--- src/rtl/digit_string_renderer.sv ---
// N-digit decimal sprite renderer: binary -> BCD, glyph ROM addressing.
// Optional: LEADING_ZERO_BLANK_EN blanks leading zero digits.
module digit_string_renderer #(
    parameter int          NUM_DIGITS        = 3,
    parameter int          VALUE_WIDTH       = 10,
    parameter int          SPRITE_WIDTH      = 10,
    parameter int          SPRITE_HEIGHT     = 13,
    parameter int          GLYPH_ADDR_WIDTH  = 11,
    parameter int          ROM_LATENCY       = 1,
    parameter logic [7:0]  TRANSPARENT_COLOR = 8'b11100011
) (
    input  logic                        clk,
    input  logic                        rst,
    input  logic [VALUE_WIDTH-1:0]      value,
    input  logic                        value_valid,
    output logic                        busy,
    output logic                        overflow,
    input  logic [9:0]                  relative_x,
    input  logic [9:0]                  relative_y,
    output logic [GLYPH_ADDR_WIDTH-1:0] glyph_address,
    input  logic [7:0]                  glyph_data,
    output logic [7:0]                  pixel_data
);

    localparam logic [31:0] MAX_VALUE = 32'(10**NUM_DIGITS - 1);
    localparam int BCD_W = 4 * NUM_DIGITS;
    localparam int CNT_W = $clog2(VALUE_WIDTH + 1);
    localparam logic [VALUE_WIDTH-1:0] MAX_SAT = VALUE_WIDTH'(MAX_VALUE);
    localparam logic [CNT_W-1:0] LAST_CNT = CNT_W'(VALUE_WIDTH - 1);
    localparam logic [31:0] GLYPH_WORDS = 32'(SPRITE_WIDTH * SPRITE_HEIGHT);
    localparam logic [31:0] ROW_LIMIT = 32'(SPRITE_HEIGHT);
    localparam logic [31:0] COL_LIMIT = 32'(NUM_DIGITS * SPRITE_WIDTH);

    typedef enum logic [1:0] {
        S_IDLE,
        S_CONVERT,
        S_COMMIT
    } state_t;

    state_t                 r_state;
    logic                   r_busy;
    logic                   r_ovf;
    logic                   r_sat;
    logic [VALUE_WIDTH-1:0] r_bin;
    logic [BCD_W-1:0]       r_bcd;
    logic [CNT_W-1:0]       r_cnt;
    logic                   r_pend;
    logic [VALUE_WIDTH-1:0] r_pend_val;
    logic                   r_pend_sat;
    logic [3:0]             r_disp [NUM_DIGITS];
    logic [ROM_LATENCY-1:0] r_pipe;

    logic                   w_in_sat;
    logic [VALUE_WIDTH-1:0] w_in_val;
    logic                   w_ld_sat;
    logic [VALUE_WIDTH-1:0] w_ld_val;
    logic [BCD_W-1:0]       w_adj;
    logic [BCD_W+VALUE_WIDTH-1:0] w_shift;
    logic [31:0]            w_x;
    logic [31:0]            w_y;
    logic [31:0]            w_cx;
    logic [3:0]             w_dig;
    logic                   w_in_range;
    logic                   w_show;
    logic [31:0]            w_addr;

    // Saturate the incoming value to what the display can show
    always_comb begin
        w_in_sat = (32'(value) > MAX_VALUE);
        w_in_val = w_in_sat ? MAX_SAT : value;
        w_ld_sat = value_valid ? w_in_sat : r_pend_sat;
        w_ld_val = value_valid ? w_in_val : r_pend_val;
    end

    // One double-dabble step: add 3 to nibbles >= 5, then shift left
    always_comb begin
        w_adj = r_bcd;
        for (int i = 0; i < NUM_DIGITS; i++) begin
            if (r_bcd[4*i +: 4] >= 4'd5) begin
                w_adj[4*i +: 4] = r_bcd[4*i +: 4] + 4'd3;
            end
        end
        w_shift = {w_adj, r_bin} << 1;
    end

    // Conversion FSM; display registers change only in COMMIT
    always_ff @(posedge clk) begin
        if (rst) begin
            r_state    <= S_IDLE;
            r_busy     <= 1'b0;
            r_ovf      <= 1'b0;
            r_sat      <= 1'b0;
            r_bin      <= '0;
            r_bcd      <= '0;
            r_cnt      <= '0;
            r_pend     <= 1'b0;
            r_pend_val <= '0;
            r_pend_sat <= 1'b0;
            for (int k = 0; k < NUM_DIGITS; k++) begin
                r_disp[k] <= 4'd0;
            end
        end else begin
            unique case (r_state)
                S_IDLE: begin
                    if (value_valid || r_pend) begin
                        r_bin   <= w_ld_val;
                        r_sat   <= w_ld_sat;
                        r_bcd   <= '0;
                        r_cnt   <= '0;
                        r_pend  <= 1'b0;
                        r_busy  <= 1'b1;
                        r_state <= S_CONVERT;
                    end
                end
                S_CONVERT: begin
                    {r_bcd, r_bin} <= w_shift;
                    r_cnt <= r_cnt + 1'b1;
                    if (r_cnt == LAST_CNT) begin
                        r_state <= S_COMMIT;
                    end
                    if (value_valid) begin
                        r_pend     <= 1'b1;
                        r_pend_val <= w_in_val;
                        r_pend_sat <= w_in_sat;
                    end
                end
                S_COMMIT: begin
                    for (int k = 0; k < NUM_DIGITS; k++) begin
                        r_disp[k] <= r_bcd[4*(NUM_DIGITS-1-k) +: 4];
                    end
                    r_ovf <= r_sat;
                    if (r_pend) begin
                        r_bin   <= r_pend_val;
                        r_sat   <= r_pend_sat;
                        r_bcd   <= '0;
                        r_cnt   <= '0;
                        r_pend  <= 1'b0;
                        r_state <= S_CONVERT;
                    end else begin
                        r_busy  <= 1'b0;
                        r_state <= S_IDLE;
                    end
                    // A load landing on COMMIT waits for the next slot
                    if (value_valid) begin
                        r_pend     <= 1'b1;
                        r_pend_val <= w_in_val;
                        r_pend_sat <= w_in_sat;
                    end
                end
                default: begin
                    r_busy  <= 1'b0;
                    r_state <= S_IDLE;
                end
            endcase
        end
    end

    assign busy     = r_busy;
    assign overflow = r_ovf;

    // Locate digit column by range compare, then form the ROM address
    always_comb begin
        w_x   = 32'(relative_x);
        w_y   = 32'(relative_y);
        w_cx  = '0;
        w_dig = 4'd0;
        for (int i = 0; i < NUM_DIGITS; i++) begin
            if (w_x >= 32'(i * SPRITE_WIDTH) &&
                w_x < 32'((i + 1) * SPRITE_WIDTH)) begin
                w_cx  = w_x - 32'(i * SPRITE_WIDTH);
                w_dig = r_disp[i];
            end
        end
        w_in_range = (w_y < ROW_LIMIT) && (w_x < COL_LIMIT);
        w_addr = 32'(w_dig) * GLYPH_WORDS
               + w_y * 32'(SPRITE_WIDTH) + w_cx;
    end

    assign glyph_address = w_in_range ?
        GLYPH_ADDR_WIDTH'(w_addr) : '0;

`ifdef LEADING_ZERO_BLANK_EN
    logic w_blank;

    // Blank a digit when it and all digits left of it are zero
    always_comb begin
        logic lz;
        lz      = 1'b1;
        w_blank = 1'b0;
        for (int i = 0; i < NUM_DIGITS; i++) begin
            lz = lz && (r_disp[i] == 4'd0);
            if (w_x >= 32'(i * SPRITE_WIDTH) &&
                w_x < 32'((i + 1) * SPRITE_WIDTH)) begin
                w_blank = lz && (i < NUM_DIGITS - 1);
            end
        end
        w_show = w_in_range && !w_blank;
    end
`else
    assign w_show = w_in_range;
`endif

    // Delay the visibility flag to line up with ROM read data
    always_ff @(posedge clk) begin
        if (rst) begin
            r_pipe <= '0;
        end else begin
            r_pipe[0] <= w_show;
            for (int i = 1; i < ROM_LATENCY; i++) begin
                r_pipe[i] <= r_pipe[i-1];
            end
        end
    end

    assign pixel_data = r_pipe[ROM_LATENCY-1] ?
        glyph_data : TRANSPARENT_COLOR;

endmodule

--- config.mk ---
export PLATFORM = sky130hd
export DESIGN_NAME = digit_string_renderer
export DESIGN_NICKNAME = d
export VERILOG_FILES = /design/src/rtl/digit_string_renderer.sv
export SDC_FILE = /design/constraint.sdc
export NUM_CORES = 1
export LEC_CHECK = 0
export ABC_AREA = 1
export CAP_MARGIN = 20
export CORE_MARGIN = 2
export CORE_UTILIZATION = 60
export CTS_CLUSTER_DIAMETER = 60
export CTS_CLUSTER_SIZE = 10
export DETAILED_ROUTE_END_ITERATION = 8
export PLACE_DENSITY_LB_ADDON = 0.1
export SETUP_SLACK_MARGIN = 0.2
export SLEW_MARGIN = 0
export SYNTH_ARGS = -nofsm -noshare
export SYNTH_HDL_FRONTEND = slang
export SYNTH_SLANG_ARGS = --single-unit
--- constraint.sdc ---
create_clock -name clk -period 7 [get_ports clk]
set_input_delay 0.7 -clock clk [delete_from_list [all_inputs] [get_ports clk]]
set_output_delay 0.7 -clock clk [all_outputs]
set_load 0.01 [all_outputs]
; Word-level counts from Yosys, hierarchy flattened
; Memories as Yosys holds them, arrays and structs flattened.
; Index checks and enable logic that the tools add are counted.
[word_totals]
word_cells = 102
out_inout_bits = 21
input_bits = 41
n_memories = 1
reg_bits = 44
mem_bits_rw = 12
[memory_table]
columns = memory, depth, width, read_ports, rd_clocked_by_memory_dff, wr, line
row1 = r_disp, 3, 4, 3, 0, 3, 50  ; logic [3:0] r_disp [NUM_DIGITS];
[classes]
addsub = 8
magnitude_cmp = 10
bitwise = 4
n_eq_ne = 8
muxes = 45
reduce_logical = 13
mul = 2
[ops]
columns = operator, n
row1 = $mux W10, 5
row2 = $mux W4, 10
row3 = $pmux W12 S3, 1
row4 = $mux W11, 3
row5 = $pmux W10 S3, 1
row6 = $mux W12, 2
row7 = $add A11 B11 Y11, 2
row8 = $lt A10 B4 Y1 const B, 2
row9 = $lt A10 B5 Y1 const B, 2
row10 = $mux W1, 14
row11 = $ge A4 B3 Y1 const B, 3
row12 = $pmux W4 S3, 1
row13 = $reduce_and A3 Y1, 4
row14 = $sub A10 B4 Y11 const B, 1
row15 = $sub A10 B5 Y11 const B, 1
row16 = $ge A10 B4 Y1 const B, 1
row17 = $ge A10 B5 Y1 const B, 1
row18 = $gt A10 B10 Y1 const B, 1
row19 = $mul A10 B3 Y10 const B, 1
row20 = $mul A4 B7 Y10 const B, 1
row21 = $ne A2 B2 Y1 const B, 5
row22 = $add A4 B2 Y4 const B, 2
row23 = $mux W8, 1
row24 = $pmux W1 S3, 2
row25 = 18 further kinds, 23

; Longest topological paths before layout
; Gate-level depths: netlist of run 1.
[depth]
word_depth = 8
mapped_depth = 29
mapped_depth_nobuf = 29

; Worst setup path before layout of run 1
; OpenSTA, ideal clock, no wires.
[synth_timing]
path_type = input port to output port
start = input relative_x[1]
end = output glyph_address[10]
slack_ns = 2.447
stages = 27
required_time_ns = 6.300
n_path_buf = 0
t_arrival_ns = 3.853
cell_sequence = inv_1 ha_1 inv_1 nand2_1 nand3_1 nor2_1 nand2_1 inv_2 nor3_2 nand2_2 inv_2 a211oi_2 fa_1 inv_1 ha_1 fa_1 nand2_1 inv_1 o21ai_0 nand2_1 a31oi_1 inv_1 nand2_1 nand2_1 nand3_1 nand2_1 nor2_1
[synth_between]
elab_chain_len = 8
elab_cells_between_ends = 20
cone_classes = add/sub (4) / mul (1) / order compare (5) / mux (7) / reduce/logical (3)
[synth_lines]
columns = item, line
row1 = "start, declared", 18  ; input logic [9:0] relative_x,
row2 = "$lt A10 B4 Y1, or another cell as far along", 169  ; w_x < 32'((i + 1) * SPRITE_WIDTH)) begin
row3 = $mux W4 / $logic_and A1 B1 Y1 (equally long branches), 168  ; if (w_x >= 32'(i * SPRITE_WIDTH) &&
row4 = $mux W4 (2 in series), 168
row5 = $mul A4 B7 Y10, 175  ; w_addr = 32'(w_dig) * GLYPH_WORDS
row6 = $add A11 B11 Y11 (2 in series), 176  ; + w_y * 32'(SPRITE_WIDTH) + w_cx;
row7 = $mux W11 (*), 179  ; assign glyph_address = w_in_range ?
row8 = "end, declared", 20  ; output logic [GLYPH_ADDR_WIDTH-1:0] glyph_address,
; Mark *: on every way between the ends. The rest lies on a longest branch, timed or not.

; Worst setup path after layout of run 1
[layout_timing]
start = input relative_x[2]
end = output glyph_address[10]
; Same word-level chain as after synthesis.

==> impl_metrics.yaml, run 1 <==
status:
  status: "finished, final reports clean"
cts:
  clock_latency_ns: 0.30
  clk_pin_slew_ns: 0.09
  cts_tree: "done"
  post_cts_resized: 0
  cts_setup_buffers: 0
  cts_hold_buf: 0
  cts-root-buf: "clkbuf_8"
  cts_made_buffers: 5
  h-tree-depth: 2
  clk_path_buf_depth: 2
  clkSinkCount: 56
sta:
  grt_setup_unrepaired: "false"
  final-setup-viol-count: 0
  hold_slack_ns: 0.4649
  period_needed_ns: 6.082
  finalMaxSlewViolations: 0
  fmax_ghz: 0.1644
  slew_headroom: 0.4854
  period_share: 0.8688
  worstMarginPinSlew_ns: 0.7711
  tns_ns: 0
  fin_worst_skew_ns: 0.006471
  hold_viol_final: 0
global_routing:
  grt_pass1_wl_mm: 15.95
  grt_use_total: 0.2479
  grt.overflow.total: 0
  grt_max_degree: 31
  antenna_found_initial: 0
  first_global_vias: 3685
synthesis:
  synth_commonest_cells: "inv_1, nand2_1, a21oi_1"
  syn_area_mm2: 0.004384
  synthCells: 620
  synth-compound-area-share: 0.1906
  synth_mux_area_frac: 0.002283
  synth_ff_type: "dfxtp_1"
  synthAdderAreaFrac: 0.1610
  yosys.area_share.simple: 0.2092
  synth_cell_type_count: 44
  yosysSeqAreaShare: 0.2831
  synth_xor_xnor_area_share: 0.02997
  yosysMostFrequentCell: "inv_1"
  synth_top_area_cell: "dfxtp_1"
  syn_avg_cell_area_um2: 7.071
  syn-num-nets: 712
  synth_top_family_by_area: "simple AND/OR/NAND/NOR gates"
  netlist_top_cells_area: "dfxtp_1, ha_1, inv_1, nand2_1, edfxtp_1"
  synth.top_cell.area_share: 0.2009
  ys_ff_latch: 56
  synth-edff-count: 12
  ys_warn_count: 0
  async_flop_share: 0
floorplan:
  initial_core_util: 0.6110
  die_w_um: 89.48
  dieArea_mm2: 0.008007
  rows: 31
  core_area_mm2: 0.007176
  dieHeight_um: 89.48
  pin_count: 62
critical_path:
  crit_path_frequent_cell: "nand2_1"
  startpoint_type: "primary input"
  crit_slowest_cell: "clkdlybuf4s50_1"
  cp_max_fo: 6
  crit_type: "in -> out"
  critPathCaptureType: "output port"
  cp.arrival_ns: 5.38
  ff2ff_path_depth: 11
  crit_path_max_incr_delay_ns: 0.62
  crit_required_ns: 6.30
power:
  power.density_mw_per_mm2: 209.6
  peakVddDrop_v: 0.0001876
  power.leakage_uw: 0.002371
  power_uw: 1076
cells_and_area:
  ff_latch_area_mm2: 0.001241
  diodes: 0
  fillers: 608
  fin_util: 0.7156
  drive_above_1_share: 0.05341
  multi_input_area_mm2: 0.002600
  final_cells: 773
  syn_to_final_growth_pct: 17.12
  nNetsFinal: 765
drt:
  vias_per_cell: 5.317
  wl_per_cell_um: 12.50
  ant_nets: 0
  dr.pass1.iters: 5
  drc: 0
  num_vias: 4110
  wirelength_mm: 9.663
  drtIter0Drc: 174
placed_design:
  place.gp.congestion: 0.8986
  dp_hpwl_mm: 7.619
  io_buffers: 61
  dp_cells: 765
hold_path:
  whs_path_depth: 2
  worstHoldPathType: "reg -> reg"
run:
  max_cap_violations: 0
per-layer routing:
layer	up-vias	global-route usage	share of wire
met5	-	0	0
met4	0	0.06377	0.015
met3	13	0.03324	0.044
met2	99	0.4370	0.50
met1	1883	0.3203	0.44
li1	2115	-	-
state kept, by name (all words and copies together), names as in the netlist, 2 cells and up:
name        cells
r_bin          10
r_pend_val     10
r_disp         12
r_cnt           4
r_bcd          12
r_state         2
cell usage in the layout (no fill, tap or decap), types with 2 or more instances in the layout:
master and n:
o21ai_0 60, o21a_1 3, inv_2 7, ha_1 42, clkinv_1 4, nand4_1 5, a22oi_1 6, nand2_2 7
a221oi_1 4, nand3_1 20, clkbuf_8 5, dfxtp_1 44, nor3_1 4, xnor2_1 6, or2_2 2, nand2_1 109
o211ai_1 2, fa_1 9, o22ai_1 3, nor2_1 50, a21oi_1 61, xor2_1 9, edfxtp_1 12, clkbuf_1 2
clkdlybuf4s50_1 61, a211oi_2 2, inv_1 110, nor2_2 2, a31oi_1 7, buf_4 2
cell type report:
class	count	area share
Timing Repair Buffer	63	0.1218
Tap cell	99	0.02412
Sequential cell	56	0.2417
Clock inverter	1	0.0009747
Clock buffer	7	0.01486
Multi-Input combinational cell	425	0.5063
Inverter	122	0.09016
metrics by stage:
step                cell area, µm²  worst slack, ns
finish                        5135           0.9183
global route                  5135           0.5074
CTS                           5135           0.9620
detailed placement            5054           0.9665
global placement              5054            1.156
floorplan                     4384            2.447
kinds of logic after synthesis:
kind of cell	Yosys count
adders and majority gates	51
buffers and inverters	139
muxes	1
xor gates and xnor gates	15
AOI/OAI and AO/OA	151
DFF	56
and+or+nand+nor	207
path summary, 6_finish.rpt:
path	start	endpoint	slack (ns)
setup reg to reg	r_state[0]	r_bcd[11]	4.67
hold / removal	busy	busy	0.46
hold reg to reg	busy	busy	0.46
setup / recovery	relative_x[2]	glyph_address[10]	0.92
worst max-delay path: cells and delay by family:
kind | cells | cell delay (ns)
adders and majority gates | 4 | 1.32
and+or+nand+nor | 13 | 1.21
buffers and inverters | 9 | 1.71
AOI/OAI and AO/OA | 3 | 0.44
power by group:
part           internal (µW)  leakage (µW)  total, µW  switching (µW)
registers                399      0.000486        434            35.6
logic                    163       0.00184        474             311
clock network           70.5     0.0000422        168            97.2
total                    632       0.00237       1080             444
Power figures use the tool's default switching activity.
==> inputs of run 2 (changes only) <==
--- a/config.mk
+++ b/config.mk
@@ -6,7 +6,6 @@
 export NUM_CORES = 1
 export LEC_CHECK = 0
 export ABC_AREA = 1
-export CAP_MARGIN = 20
 export CORE_MARGIN = 2
 export CORE_UTILIZATION = 60
 export CTS_CLUSTER_DIAMETER = 60
@@ -18,3 +17,4 @@
 export SYNTH_ARGS = -nofsm -noshare
 export SYNTH_HDL_FRONTEND = slang
 export SYNTH_SLANG_ARGS = --single-unit
+export TNS_END_PERCENT = 1
==> results of run 2 <==
Final layout, timing and power as in run 1 (identical DEF).
==> inputs of run 3 (changes only) <==
--- a/config.mk
+++ b/config.mk
@@ -5,13 +5,12 @@
 export SDC_FILE = /design/constraint.sdc
 export NUM_CORES = 1
 export LEC_CHECK = 0
-export ABC_AREA = 1
 export CORE_MARGIN = 2
 export CORE_UTILIZATION = 60
 export CTS_CLUSTER_DIAMETER = 60
 export CTS_CLUSTER_SIZE = 10
 export DETAILED_ROUTE_END_ITERATION = 8
-export PLACE_DENSITY_LB_ADDON = 0.1
+export PLACE_DENSITY_LB_ADDON = 0.3
 export SETUP_SLACK_MARGIN = 0.2
 export SLEW_MARGIN = 0
 export SYNTH_ARGS = -nofsm -noshare
==> run 3 against run 2 <==
Compared with the run above:
- global-route usage decreased by 0.60 points
- clock power rose by 8%
- critical endpoint unchanged
- wire length decreased by 5.0%
- die area down 3.9%
- largest power group is now registers
- design area fell by 3.9%
- fmax decreased by 4.9%
- largest cell class unchanged
==> impl_metrics.yaml, run 3 <==
synthesis:
  syn_area_mm2: 0.004204
  ys_warn_count: 0
  syn-num-nets: 593
  synth_cell_type_count: 61
  ys_ff_latch: 56
  synth_commonest_cells: "nor2_1, inv_1, a21oi_1, dfxtp_1, ha_1"
  yosysSeqAreaShare: 0.2952
  synth_ff_type: "dfxtp_1"
  yosysMostFrequentCell: "nor2_1"
  async_flop_share: 0
  netlist_top_cells_area: "dfxtp_1, ha_1, edfxtp_1, a21oi_1, nor2_1"
  synthCells: 501
  synth-edff-count: 12
  syn_avg_cell_area_um2: 8.391
  synth.top_cell.area_share: 0.2095
  synth_top_area_cell: "dfxtp_1"
status:
  status: "finished, final reports clean"
critical_path:
  cp.arrival_ns: 5.69
  critPathTopFamily: "compound AO/OA/AOI/OAI gates"
  regToRegStartpoint: "r_state[0]"
  reg2reg_to: "r_bcd[3]"
  startpoint_type: "primary input"
  crit_required_ns: 6.30
  ff2ff_setup_slack_ns: 4.13
  crit_path_frequent_cell: "a21oi_1"
  path_cells: "clkdlybuf4s50_1 -> inv_1 -> ha_1 -> a211o_1 -> a21oi_2 -> a22o_1 -> mux2i_1 -> fa_1 -> inv_1 -> ha_1 -> fa_1 -> a21oi_1 -> o21bai_1 -> a21o_1 -> a21oi_1 -> o21bai_1 -> a21oi_1 -> nor3_1 -> nor3b_2 -> clkdlybuf4s50_1"
  crit_path_max_incr_delay_ns: 0.59
  ff2ff_path_depth: 7
  cp_max_fo: 9
  crit_type: "in -> out"
  critPathCaptureType: "output port"
  crit_slowest_cell: "clkdlybuf4s50_1"
  path_buf_inv: 4
global_routing:
  grt.overflow.total: 0
  first_global_vias: 3574
  grt_max_degree: 42
  antenna_found_initial: 0
  grt_pass1_wl_mm: 15.26
  grt_use_total: 0.2420
cts:
  cts_tree: "done"
  cts_made_buffers: 5
  h-tree-depth: 2
  clk_pin_slew_ns: 0.10
  cts-root-buf: "clkbuf_8"
  cts_hold_buf: 0
  clkSinkCount: 56
  clock_latency_ns: 0.31
  post_cts_resized: 0
  clk_path_buf_depth: 2
  cts_setup_buffers: 0
power:
  peakVddDrop_v: 0.0001734
  power.leakage_uw: 0.002034
  power.density_mw_per_mm2: 152.1
floorplan:
  die_w_um: 87.71
  pin_count: 62
  core_area_mm2: 0.006794
  initial_core_util: 0.6188
  dieHeight_um: 87.71
  dieArea_mm2: 0.007692
  rows: 30
drt:
  dr.pass1.iters: 4
  wl_per_cell_um: 14.28
  drc: 0
  wirelength_mm: 9.179
  num_vias: 3692
  ant_nets: 0
  drtIter0Drc: 101
  vias_per_cell: 5.742
placed_design:
  place.gp.congestion: 0.8853
  io_buffers: 61
  dp_hpwl_mm: 6.950
cells_and_area:
  drive_above_1_share: 0.05302
  diodes: 0
  largest_registers: "r_bcd (12), r_disp (12)"
  nNetsFinal: 638
  layout_common_cells: "clkdlybuf4s50_1, nor2_1, inv_1"
  final_common_cell: "clkdlybuf4s50_1"
  syn_to_final_growth_pct: 17.41
run:
  max_cap_violations: 0
sta:
  tns_ns: 0
  hold_slack_ns: 0.4704
  worstMarginPinSlew_ns: 1.128
  hold_viol_final: 0
  slew_headroom: 0.2481
  fin_worst_skew_ns: 0.006629
  finalMaxSlewViolations: 0
  fmax_ghz: 0.1564
  period_needed_ns: 6.395
  period_share: 0.9135
  final-setup-viol-count: 0
  grt_setup_unrepaired: "false"
hold_path:
  worstHoldPathType: "reg -> reg"
  hp-start: "r_pend_val[6]"
  whs_path_depth: 2
  min_to: "r_pend_val[6]"
==> run 3: cell count changes after synthesis, moves of 13 or more <==
cell,delta
inv_1,-65
nand2_1,-76
and2_1,+17
a22oi_1,+14
nand3_1,-13
o21ai_0,-37
a21oi_1,-17
==> run 3: cell families (layout without fill, tap and decap cells) <==
family | count (synthesis) | after routing | synth area share
simple gates | 160 | 160 | 0.1935
compound gates | 137 | 137 | 0.2161
buf+inv | 70 | 116 | 0.06666
flops | 56 | 56 | 0.2952
fa+ha+maj | 51 | 51 | 0.1679
xor+xnor | 16 | 16 | 0.03333
mux | 11 | 11 | 0.02738
==> run 3: worst reg2reg max path: stages, from the launching register on <==
cell	delay [ns]
dfxtp_1	0.35
inv_1	0.12
ha_1	0.27
nor3b_1	0.59
a211o_1	0.94
o21ai_0	0.24
a22oi_1	0.20
nor2_1	0.06
==> run 3: worst max path at each step <==
stage	start	end	depth (start not counted)
floorplan	relative_x[2]	glyph_address[10]	19
global placement	relative_x[2]	glyph_address[10]	20
detailed placement	relative_x[2]	glyph_address[10]	20
CTS	relative_x[2]	glyph_address[10]	20
global route	relative_x[2]	glyph_address[10]	20
finish	relative_x[2]	glyph_address[10]	20
==> run 3: area by class of cell <==
type | count | area [µm²]
Fill cell | 525 | 1858
Inverter | 46 | 177.7
Multi-Input combinational cell | 375 | 2683
Timing Repair Buffer | 62 | 618.1
Clock buffer | 5 | 68.82
Sequential cell | 56 | 1241
Clock inverter | 3 | 27.53
Tap cell | 96 | 120.1
==> run 3: per-stage QoR <==
step	setup slack, ns	std cells	utilization	total power (µW)	area, µm²
floorplan	2.162	501	-	511.0	4204
global placement	0.8420	635	0.7123	565.6	4840
detailed placement	0.6603	635	0.7123	574.0	4840
CTS	0.6333	643	0.7265	754.7	4936
global route	0.3141	643	0.7265	793.9	4936
finish	0.6053	643	0.7265	750.8	4936
==> run 3: power by group <==
part           switching, µW  internal (µW)
clock                    109           73.6
combinational            118           92.0
sequential              11.0            347
total                    238            513
==> run 3: layer usage <==
metal / routed length (µm) / vias to the layer above / track usage
met5: 0 / - / 0
met4: 229 / 0 / 0.08392
met3: 234 / 21 / 0.02451
met2: 4978 / 77 / 0.4828
met1: 3737 / 1753 / 0.2605
li1: - / 1841 / -
